$ cat config.mk
export PLATFORM = sky130hd
export DESIGN_NAME = window_updater
export DESIGN_NICKNAME = d
export VERILOG_FILES = /design/src/rtl/window_updater.sv
export SDC_FILE = /design/constraint.sdc
export NUM_CORES = 1
export LEC_CHECK = 0
export CORE_AREA = 2 2 212 110
export DETAILED_ROUTE_END_ITERATION = 6
export DIE_AREA = 0 0 214 112
export DONT_BUFFER_PORTS = 1
export GPL_TIMING_DRIVEN = 1
export PLACE_DENSITY = 0.66
export SETUP_SLACK_MARGIN = 0.3
export SLEW_MARGIN = 20
export SYNTH_ARGS = -nofsm -noshare
export SYNTH_HDL_FRONTEND = slang
export SYNTH_SLANG_ARGS = --single-unit
$ cat constraint.sdc
create_clock -name clk -period 6.15 [get_ports clk]
set_input_delay 0.615 -clock clk [delete_from_list [all_inputs] [get_ports clk]]
set_output_delay 0.615 -clock clk [all_outputs]
set_load 0.01 [all_outputs]
$ cat src/rtl/window_updater.sv
// window_updater: frame-synchronous crop-window source.
// Software writes land in shadow registers. At the next frame start the
// pending window is clamped to the current image size over two cycles and
// published on m_*, so downstream consumers only see a window change
// between frames.
//
// Handshake: s_wr_en is a one-cycle write strobe with no ready; every
// strobe is accepted on the edge it is sampled, and the last write before a
// frame start wins. fsync is a one-cycle pulse; it only starts a publish when
// the FSM is idle and a window is pending, otherwise it is dropped.
// m_update is a one-cycle valid pulse with no backpressure.
module window_updater #(
   parameter int C_HBITS = 12,
   parameter int C_WBITS = 12
) (
   input  logic               clk,
   input  logic               resetn,
   input  logic               s_wr_en,
   input  logic [C_WBITS-1:0] s_left,
   input  logic [C_WBITS-1:0] s_width,
   input  logic [C_HBITS-1:0] s_top,
   input  logic [C_HBITS-1:0] s_height,
   input  logic [C_WBITS-1:0] img_width,
   input  logic [C_HBITS-1:0] img_height,
   input  logic               fsync,
   output logic [C_WBITS-1:0] m_left,
   output logic [C_WBITS-1:0] m_width,
   output logic [C_HBITS-1:0] m_top,
   output logic [C_HBITS-1:0] m_height,
   output logic               m_update,
   output logic               pending,
   output logic               clamped,
   output logic [1:0]         dbg_state
);

   typedef enum logic [1:0] {
      ST_IDLE = 2'd0,
      ST_POS  = 2'd1,
      ST_SIZE = 2'd2
   } state_t;

   state_t r_state;

   // shadow window written by software
   logic [C_WBITS-1:0] r_sh_left, r_sh_width;
   logic [C_HBITS-1:0] r_sh_top, r_sh_height;
   logic               r_pending;

   // work copy of the request and image size, frozen at frame start
   logic [C_WBITS-1:0] r_wk_left, r_wk_width, r_img_w;
   logic [C_HBITS-1:0] r_wk_top, r_wk_height, r_img_h;

   // clamped position computed in ST_POS
   logic [C_WBITS-1:0] r_pos_left;
   logic [C_HBITS-1:0] r_pos_top;

   // published outputs
   logic [C_WBITS-1:0] r_m_left, r_m_width;
   logic [C_HBITS-1:0] r_m_top, r_m_height;
   logic               r_m_update, r_clamped;

   logic w_start;

   logic [C_WBITS-1:0] w_left_max, w_pos_left, w_avail_w, w_min_w, w_size_w;
   logic [C_HBITS-1:0] w_top_max, w_pos_top, w_avail_h, w_min_h, w_size_h;
   logic               w_clamp_any;

   // a frame start only matters when idle with something waiting
   assign w_start = (r_state == ST_IDLE) && fsync && r_pending;

   // position clamp: keep the origin inside the image (zero-size image -> 0)
   assign w_left_max = r_img_w - C_WBITS'(1);
   assign w_pos_left = (r_img_w == '0) ? '0 :
                       ((r_wk_left > w_left_max) ? w_left_max : r_wk_left);
   assign w_top_max  = r_img_h - C_HBITS'(1);
   assign w_pos_top  = (r_img_h == '0) ? '0 :
                       ((r_wk_top > w_top_max) ? w_top_max : r_wk_top);

   // size clamp: the clamped origin is inside the image, so the remaining
   // extent never underflows; a zero size is widened to one pixel
   assign w_avail_w = r_img_w - r_pos_left;
   assign w_min_w   = (r_wk_width < w_avail_w) ? r_wk_width : w_avail_w;
   assign w_size_w  = (r_img_w == '0) ? '0 :
                      ((w_min_w == '0) ? C_WBITS'(1) : w_min_w);
   assign w_avail_h = r_img_h - r_pos_top;
   assign w_min_h   = (r_wk_height < w_avail_h) ? r_wk_height : w_avail_h;
   assign w_size_h  = (r_img_h == '0) ? '0 :
                      ((w_min_h == '0) ? C_HBITS'(1) : w_min_h);

   assign w_clamp_any = (r_pos_left != r_wk_left)  || (w_size_w != r_wk_width) ||
                        (r_pos_top  != r_wk_top)   || (w_size_h != r_wk_height);

   // shadow registers and pending flag; a write in the same cycle as the
   // capturing frame start re-arms pending for the next frame
   always_ff @(posedge clk or negedge resetn) begin
      if (!resetn) begin
         r_sh_left   <= '0;
         r_sh_width  <= '0;
         r_sh_top    <= '0;
         r_sh_height <= '0;
         r_pending   <= 1'b0;
      end else begin
         if (s_wr_en) begin
            r_sh_left   <= s_left;
            r_sh_width  <= s_width;
            r_sh_top    <= s_top;
            r_sh_height <= s_height;
            r_pending   <= 1'b1;
         end else if (w_start) begin
            r_pending   <= 1'b0;
         end
      end
   end

   // capture -> position clamp -> size clamp and publish
   always_ff @(posedge clk or negedge resetn) begin
      if (!resetn) begin
         r_state     <= ST_IDLE;
         r_wk_left   <= '0;
         r_wk_width  <= '0;
         r_wk_top    <= '0;
         r_wk_height <= '0;
         r_img_w     <= '0;
         r_img_h     <= '0;
         r_pos_left  <= '0;
         r_pos_top   <= '0;
         r_m_left    <= '0;
         r_m_width   <= '0;
         r_m_top     <= '0;
         r_m_height  <= '0;
         r_m_update  <= 1'b0;
         r_clamped   <= 1'b0;
      end else begin
         r_m_update <= 1'b0;
         case (r_state)
            ST_IDLE: begin
               if (w_start) begin
                  r_wk_left   <= r_sh_left;
                  r_wk_width  <= r_sh_width;
                  r_wk_top    <= r_sh_top;
                  r_wk_height <= r_sh_height;
                  r_img_w     <= img_width;
                  r_img_h     <= img_height;
                  r_state     <= ST_POS;
               end
            end
            ST_POS: begin
               r_pos_left <= w_pos_left;
               r_pos_top  <= w_pos_top;
               r_state    <= ST_SIZE;
            end
            ST_SIZE: begin
               r_m_left   <= r_pos_left;
               r_m_width  <= w_size_w;
               r_m_top    <= r_pos_top;
               r_m_height <= w_size_h;
               r_m_update <= 1'b1;
               r_clamped  <= w_clamp_any;
               r_state    <= ST_IDLE;
            end
            default: r_state <= ST_IDLE;
         endcase
      end
   end

   assign m_left    = r_m_left;
   assign m_width   = r_m_width;
   assign m_top     = r_m_top;
   assign m_height  = r_m_height;
   assign m_update  = r_m_update;
   assign pending   = r_pending;
   assign clamped   = r_clamped;
   assign dbg_state = r_state;

endmodule

==> flow_metrics.tcl, run 1 <==
set metrics [dict create \
    drive_above_1_share 0.151 \
    finalSetupViolations 0 \
    rsz0062_at_grt "no" \
    die_x_microns 214 \
    worstSetupPathType "flip-flop to flip-flop" \
    std_cell_rows 39 \
    cts-buffers-inserted 17 \
    synth.cell_area_sq_um 11300 \
    clk_latency_ps 450 \
    rr_worst_depth 15 \
    layout_common_cells "dfrtp_1 (197), nand2_1 (115), mux2_2 (110)" \
    grt_pass1_wl_microns 47700 \
    cp_data_required_time_ps 6480 \
    synth_top_flop_cell "dfrtp_1" \
    synthArstFlopShare 1.00 \
    wl_per_cell_microns 21.1 \
    syn_area_per_cell_sq_um 10.1 \
    grt_overflow_total 0 \
    die_y_microns 112 \
    ant_nets 0 \
    maxSlewViolCount 0 \
    yosysSeqAreaShare 0.436 \
    drc 0 \
    path_clk_slew_ps 70 \
    skew_ps 11.5 \
    synthTopCellsByArea "dfrtp_1 (44%), mux2_2 (11%), ha_1 (7.8%)" \
    slew_headroom 0.221 \
    fin_nets 1251 \
    grt_max_degree 198 \
    clock_path_buffers 2 \
    syn_nets 1271 \
    start_kind "flip-flop" \
    h-tree-depth 4 \
    hpwl_microns 22200 \
    reg2reg_from "r_img_w[4]$_DFFE_PN0P_" \
    antenna_found_initial 1 \
    core_area_sq_um 22200 \
    arrival_ps 5350 \
    hold_path.class "input port to async pin" \
    ys_types 72 \
    vias 8589 \
    cts_resized 0 \
    fin_crit_sh 0.817 \
    dr.pass1.iters 5 \
    initial_core_util 0.509 \
    synth_edf_count 0 \
    layout_commonest_cell "dfrtp_1" \
    worstPathMaxFanout 16 \
    finalWirelength_microns 30100 \
    area_growth_pct 7.66 \
    worst_pin_slew_ps 1160 \
    yosys_warnings 0 \
    status "finished clean" \
    gp_congestion 0.960 \
    crit_start "r_img_w[4]$_DFFE_PN0P_" \
    hold_viol 0 \
    avgViaCountPerCell 6.03 \
    r2r_setup_slack_ps 1120 \
    synth_cells 1123 \
    portBuffers 0 \
    period_needed_ps 5030 \
    end_kind "flip-flop" \
    regToRegEndpoint "clamped$_DFFE_PN0P_" \
    first_global_vias 8058 \
    die-area_sq_um 24000 \
    grt_util_all_layers 0.259 \
    clkSinkCount 197 \
    yosysTopAreaCell "dfrtp_1" \
    setup_tns_ps 0 \
    drt-initial-drc-count 769 \
    max-cap-violations 0 \
    synth-seq-cells 197 \
    cts-root-buf "clkbuf_16" \
    cts_tree "done" \
    netlist.area_leader.share 0.436 \
    pin_count 129 \
    clock.fmax_mhz 199 \
]
==> kinds of logic (layout without fill, tap and decap cells) <==
family | Yosys count | in the layout | share of synthesized area
multiplexers | 121 | 121 | 0.120
AND/OR/NAND/NOR | 316 | 316 | 0.138
buffers and inverters | 107 | 100 | 0.0372
XOR/XNOR | 56 | 56 | 0.0434
flip-flops | 197 | 197 | 0.436
adder cells (fa/ha/maj) | 72 | 72 | 0.0811
AO/OA/AOI/OAI | 254 | 254 | 0.145
other | 0 | 1 | 0
==> through the flow <==
step | area (sq um) | hold slack [ps] | instances | util | worst slack, ps
after floorplan | 11300 | 319 | 1123 | - | 2080
after global placement | 11500 | 324 | 1390 | 0.520 | 1330
after detailed placement | 11500 | 324 | 1390 | 0.520 | 1260
after CTS | 12200 | 263 | 1423 | 0.548 | 1230
after global routing | 12200 | 290 | 1424 | 0.548 | 828
final | 12200 | 179 | 1424 | 0.548 | 1120
==> worst max-delay path by stage <==
| stage | cells past startpoint | to |
|---|---|---|
| final | 15 | clamped$_DFFE_PN0P_ |
| after global routing | 15 | clamped$_DFFE_PN0P_ |
| after CTS | 13 | clamped$_DFFE_PN0P_ |
| after detailed placement | 13 | clamped$_DFFE_PN0P_ |
| after global placement | 15 | clamped$_DFFE_PN0P_ |
| after floorplan | 17 | clamped$_DFFE_PN0P_ |
==> cells in the mapped netlist, drive strengths merged (5+ instances only) <==
master	count
a21o	21
a21boi	6
and2	17
a211oi	8
a2111oi	6
ha	70
xnor2	25
mux2	111
o32ai	9
a21oi	44
o31a	5
o211ai	6
nand3	17
o21ai	93
o2111ai	6
clkbuf	34
dfrtp	197
mux2i	10
nand2	115
inv	59
and3	7
nor3	25
or2	9
or3	8
nand4	12
nor3b	7
buf	12
nor2b	6
nand2b	7
nor4	17
nor2	54
xor2	31
o22ai	16
==> worst max-delay path, cell delays in order (launching register included) <==
cell      delay [ps]
dfrtp_1          450
ha_1             480
a21o_1           250
a31oi_1          280
a21boi_1         130
o31a_1           270
o31ai_1          770
ha_1             380
nand3_1          150
nor4_1            90
a21oi_1          260
nand2_1          340
inv_1            480
o211ai_1         160
nor4_1           290
a31oi_1          120
==> cell type report <==
type | count | area (sq um)
fill | 1980 | 10000
multi-input combinational | 819 | 5960
sequential | 197 | 4930
clock buffer | 19 | 443
tap | 307 | 384
inverter | 61 | 229
clock inverter | 13 | 145
timing repair buffer | 7 | 72.6
antenna | 1 | 2.50
==> timing repair <==
action	in CTS	in global routing
setup endpoints to repair	0	0
endpoints found under the hold margin	197	0
setup buffers	0	0
hold buffers	1	0
==> per-layer routing <==
| metal | vias to the layer above | share of wire | GRT usage |
|---|---|---|---|
| met1 | 4205 | 0.53 | 0.424 |
| met4 | 0 | 0.019 | 0.0839 |
| met5 | - | 0 | 0 |
| met2 | 326 | 0.38 | 0.325 |
| li1 | 4015 | - | - |
| met3 | 43 | 0.078 | 0.0617 |
Power of run 1 is not shown: default switching activity piles up to over one toggle a cycle in this logic, so the estimate is an artifact.
==> inputs of run 2 (changes only) <==
==> constraint.sdc (replaced) <==
create_clock -name clk -period 5 [get_ports clk]
set_input_delay 0.5 -clock clk [delete_from_list [all_inputs] [get_ports clk]]
set_output_delay 0.5 -clock clk [all_outputs]
set_load 0.01 [all_outputs]
==> run 2 against run 1 <==
- final cell count increased by 0.77%
- clock-buffer cell count increased by 1
- the run now ends with hold timing left
- die area unchanged
- worst setup slack got worse by 580 ps
- register-to-register slack got worse by 580 ps
- critical path type unchanged
==> flow_metrics.tcl, run 2 (same netlist as run 1, synthesis figures left out) <==
set metrics [dict create \
    cp_data_required_time_ps 5330 \
    cp_top_family "compound AO/OA/AOI/OAI gates" \
    violations "hold timing" \
    crit_chain "ha_1 -> inv_1 -> o311ai_0 -> a211oi_1 -> buf_4 -> ha_1 -> and4_1 -> a2111oi_1 -> or3_1 -> nand2_1 -> o31a_1 -> a211oi_1 -> o2111ai_1 -> nor4_2 -> a31oi_1" \
    area_growth_pct 8.48 \
    hold_viol 197 \
    slowest_stage "o311ai_0" \
    placed_area_sq_um 11600 \
    hpwl_microns 22100 \
    wl_per_cell_microns 20.8 \
    clock_path_buffers 2 \
    clock.fmax_mhz 224 \
    drt-initial-drc-count 716 \
    fin_area_sq_um 12300 \
    layout_commonest_cell "dfrtp_1" \
    portBuffers 0 \
    arrival_ps 4790 \
    die_y_microns 112 \
    drc 0 \
    vias 8459 \
    grt_pass1_wl_microns 47600 \
    worst_pin_slew_ps 1180 \
    hold_slack_ps -268 \
    h-tree-depth 4 \
    finalWirelength_microns 29900 \
    end_kind "flip-flop" \
    initial_core_util 0.509 \
    worstPathMaxFanout 9 \
    std_cell_rows 39 \
    grt_max_degree 198 \
    avgViaCountPerCell 5.89 \
    grt_overflow_total 0 \
    setup_tns_ps 0 \
    start_kind "flip-flop" \
    ant_nets 0 \
    fin_nets 1261 \
    cts-root-buf "clkbuf_16" \
    cpPeakStageDelay_ps 730 \
    first_global_vias 8104 \
    r2r_setup_slack_ps 540 \
    slew_headroom 0.207 \
    core_area_sq_um 22200 \
    max-cap-violations 0 \
    clk_latency_ps 460 \
    skew_ps 13.0 \
    fin_crit_sh 0.892 \
    gp_congestion 0.945 \
    antenna_found_initial 3 \
    path_clk_slew_ps 70 \
    fin_cells 1435 \
    clkSinkCount 197 \
    period_needed_ps 4460 \
    num-fill-cells 1947 \
    hold_path.class "input port to async pin" \
    die-area_sq_um 24000 \
    cts-buffers-inserted 17 \
    grt_util_all_layers 0.259 \
    dr.pass1.iters 5 \
    worstSetupPathType "flip-flop to flip-flop" \
    rsz0062_at_grt "no" \
    finalSetupViolations 0 \
    cts_setup_buffers 0 \
    dp_cells 1401 \
    maxSlewViolCount 0 \
    die_x_microns 214 \
    cp.buffers_inverters 2 \
    cts_tree "done" \
    drive_above_1_share 0.164 \
    layout_common_cells "dfrtp_1 (197), nand2_1 (115), mux2_2 (110)" \
    pin_count 129 \
    status "finished, violations left" \
    postLayoutCoreUtil 0.552 \
]
run 2: changes by cell type in the layout (fill, tap and decap cells not counted), sizes merged:
cell	before	now
clkinv	6	7
inv	65	62
clkbuf	19	20
diode	1	3
buf	7	17
run 2: per-layer routing:
layer  wire (microns)  global-route usage  up-vias
met5                0                   0        -
met4              447              0.0797        0
met3             2170              0.0669       30
met2            11300               0.327      260
met1            16000               0.418     4136
li1                 -                   -     4033
run 2: timing repair:
| action | 4_1_cts | 5_1_grt |
|---|---|---|
| hold endpoints to repair | 197 | 197 |
| endpoints found under the setup margin | 0 | 11 |
| gates resized for setup | 0 | 12 |
run 2: worst reg2reg max path: cells and delay by family (launching register included):
| family | cells | cell delay (ps) |
|---|---|---|
| flip-flops | 1 | 460 |
| AO/OA/AOI/OAI | 7 | 1970 |
| AND/OR/NAND/NOR | 4 | 770 |
| buffers and inverters | 2 | 390 |
| adder cells (fa/ha/maj) | 2 | 750 |
run 2: stage by stage:
step / setup WS [ps] / hold WS (ps)
final: 542 / -268
after detailed placement: 525 / 210
after global placement: 619 / 208
after floorplan: 929 / 204
after global routing: 339 / -296
after CTS: 482 / -297
run 2: final cells by class:
| type | instances | area (sq um) | share of cell area |
|---|---|---|---|
| inverters | 61 | 229 | 0.0187 |
| flip-flops and latches | 197 | 4930 | 0.402 |
| multi-input cells | 819 | 5990 | 0.489 |
| well taps | 307 | 384 | 0.0313 |
| clock inverters | 11 | 123 | 0.0100 |
| clock buffers | 20 | 467 | 0.0381 |
| diodes | 3 | 7.51 | 0.000613 |
| repair buffers | 17 | 128 | 0.0104 |
run 2: final timing paths:
check	cells after the start	startpoint	endpoint
min in group clk	2	img_height[0]	r_img_h[0]$_DFFE_PN0P_
min	0	resetn	r_sh_height[6]$_DFFE_PN0P_
max in group asynchronous	0	resetn	r_sh_left[2]$_DFFE_PN0P_
max	15	r_img_w[7]$_DFFE_PN0P_	clamped$_DFFE_PN0P_
max reg2reg	15	r_img_w[7]$_DFFE_PN0P_	clamped$_DFFE_PN0P_
min reg2reg	2	r_sh_top[2]$_DFFE_PN0P_	r_wk_top[2]$_DFFE_PN0P_
Power of run 2 is left out for the same reason.
==> inputs of run 3 (changes only) <==
==> constraint.sdc (replaced) <==
create_clock -name clk -period 4.9 [get_ports clk]
set_input_delay 0.49 -clock clk [delete_from_list [all_inputs] [get_ports clk]]
set_output_delay 0.49 -clock clk [all_outputs]
set_load 0.01 [all_outputs]
==> run 3 against run 2 <==
- flip-flop and latch count is the same
- via count is 0.31% higher
- core utilization shrank 0.28 points
- critical path type unchanged
- critical path depth increased by 2
- the run still ends with hold timing left
- global-route usage increased by 0.16 points
- highest routed layer unchanged
- largest cell class unchanged
- hold slack worse by 8.2 ps
==> flow_metrics.tcl, run 3 (same netlist as run 1, synthesis figures left out) <==
set metrics [dict create \
    cp.buffers_inverters 2 \
    finalSetupViolations 0 \
    cp_data_required_time_ps 5230 \
    slew_headroom 0.224 \
    finalWirelength_microns 30100 \
    hold_slack_ps -276 \
    layout_commonest_cell "dfrtp_1" \
    max-cap-violations 0 \
    first_global_vias 8106 \
    start_kind "flip-flop" \
    pin_count 129 \
    violations "hold timing" \
    cts_setup_buffers 0 \
    rsz0062_at_grt "yes" \
    dp_cells 1402 \
    clk_latency_ps 460 \
    initial_core_util 0.509 \
    cts-buffers-inserted 17 \
    antenna_found_initial 3 \
    fin_crit_sh 0.917 \
    area_growth_pct 7.94 \
    skew_ps 9.22 \
    arrival_ps 4820 \
    avgViaCountPerCell 5.90 \
    hold_viol 197 \
    path_clk_slew_ps 80 \
    vias 8485 \
    drt-initial-drc-count 893 \
    maxSlewViolCount 0 \
    num-fill-cells 1972 \
    drc 0 \
    std_cell_rows 39 \
    clkSinkCount 197 \
    hpwl_microns 22200 \
    core_area_sq_um 22200 \
    hold_path.class "input port to async pin" \
    cts_tree "done" \
    die_y_microns 112 \
    wl_per_cell_microns 20.9 \
    grt_overflow_total 0 \
    worstPathMaxFanout 9 \
    setup_tns_ps 0 \
    grt_max_degree 198 \
    worstSetupPathType "flip-flop to flip-flop" \
    clock_path_buffers 2 \
    cpPeakStageDelay_ps 420 \
    drive_above_1_share 0.161 \
    portBuffers 0 \
    die-area_sq_um 24000 \
    cts-root-buf "clkbuf_16" \
    die_x_microns 214 \
    period_needed_ps 4490 \
    fin_nets 1262 \
    end_kind "flip-flop" \
    dr.pass1.iters 7 \
    slowest_stage "fa_1" \
    grt_util_all_layers 0.261 \
    ant_nets 0 \
    h-tree-depth 4 \
    clock.fmax_mhz 223 \
    layout_common_cells "dfrtp_1 (197), nand2_1 (115), mux2_2 (110)" \
    grt_pass1_wl_microns 47700 \
    worst_pin_slew_ps 1150 \
    gp_congestion 0.942 \
    status "finished, violations left" \
    fin_cells 1437 \
    crit_chain "inv_1 -> ha_1 -> fa_1 -> and2b_1 -> o2111ai_1 -> a2111oi_1 -> a211o_2 -> inv_1 -> ha_1 -> a2111oi_1 -> or3_1 -> nand2_1 -> o31a_1 -> a211oi_1 -> o2111ai_1 -> nor4_1 -> a31oi_1" \
    cp_top_family "compound AO/OA/AOI/OAI gates" \
]
[run 3: layout make-up]
class | instances | area [sq um] | area share
timing repair buffer | 18 | 135 | 0.0111
antenna | 3 | 7.51 | 0.000616
inverter | 61 | 229 | 0.0188
clock buffer | 17 | 425 | 0.0349
clock inverter | 15 | 123 | 0.0101
tap | 307 | 384 | 0.0315
sequential | 197 | 4930 | 0.404
multi-input combinational | 819 | 5960 | 0.489
[run 3: worst reg2reg max path, stage by stage, from the launching register on]
cell       delay, ps
dfrtp_1          380
inv_1            130
ha_1             280
fa_1             420
and2b_1          330
o2111ai_1        220
a2111oi_1        420
a211o_2          220
inv_1             90
ha_1             190
a2111oi_1        410
or3_1            190
nand2_1          200
o31a_1           180
a211oi_1         240
o2111ai_1        140
nor4_1           200
a31oi_1          120
[run 3: path summary, 6_finish.rpt]
kind                                            from                          to  slack, ps  depth (start not counted)
hold reg to reg            r_sh_width[9]$_DFFE_PN0P_   r_wk_width[9]$_DFFE_PN0P_        480                          2
min in group clk                        img_width[1]      r_img_w[1]$_DFFE_PN0P_        150                          2
setup / recovery              r_img_w[0]$_DFFE_PN0P_         clamped$_DFFE_PN0P_        410                         17
hold / removal                                resetn  r_wk_height[6]$_DFFE_PN0P_       -280                          0
max in group asynchronous                     resetn    r_sh_left[4]$_DFFE_PN0P_       4640                          0
setup reg to reg              r_img_w[0]$_DFFE_PN0P_         clamped$_DFFE_PN0P_        410                         17
[run 3: per-layer routing]
layer	routed length, microns	GRT usage
met5	0	0
met4	510	0.0895
met3	2140	0.0527
met2	11400	0.327
met1	16000	0.429
[run 3: metrics by stage]
| step | util | cell area (sq um) | setup WS, ps | hold WS (ps) |
|---|---|---|---|---|
| final | 0.549 | 12200 | 409 | -276 |
| after global routing | 0.549 | 12200 | 164 | -296 |
| after CTS | 0.549 | 12200 | 319 | -291 |
| after detailed placement | 0.524 | 11600 | 346 | 198 |
| after global placement | 0.524 | 11600 | 541 | 199 |
| after floorplan | - | 11300 | 829 | 194 |
[run 3: what timing repair did]
item,CTS,global route
endpoints found under the setup margin,0,15
endpoints found under the hold margin,197,197
gates resized for setup,0,7
Power of run 3 is left out for the same reason.
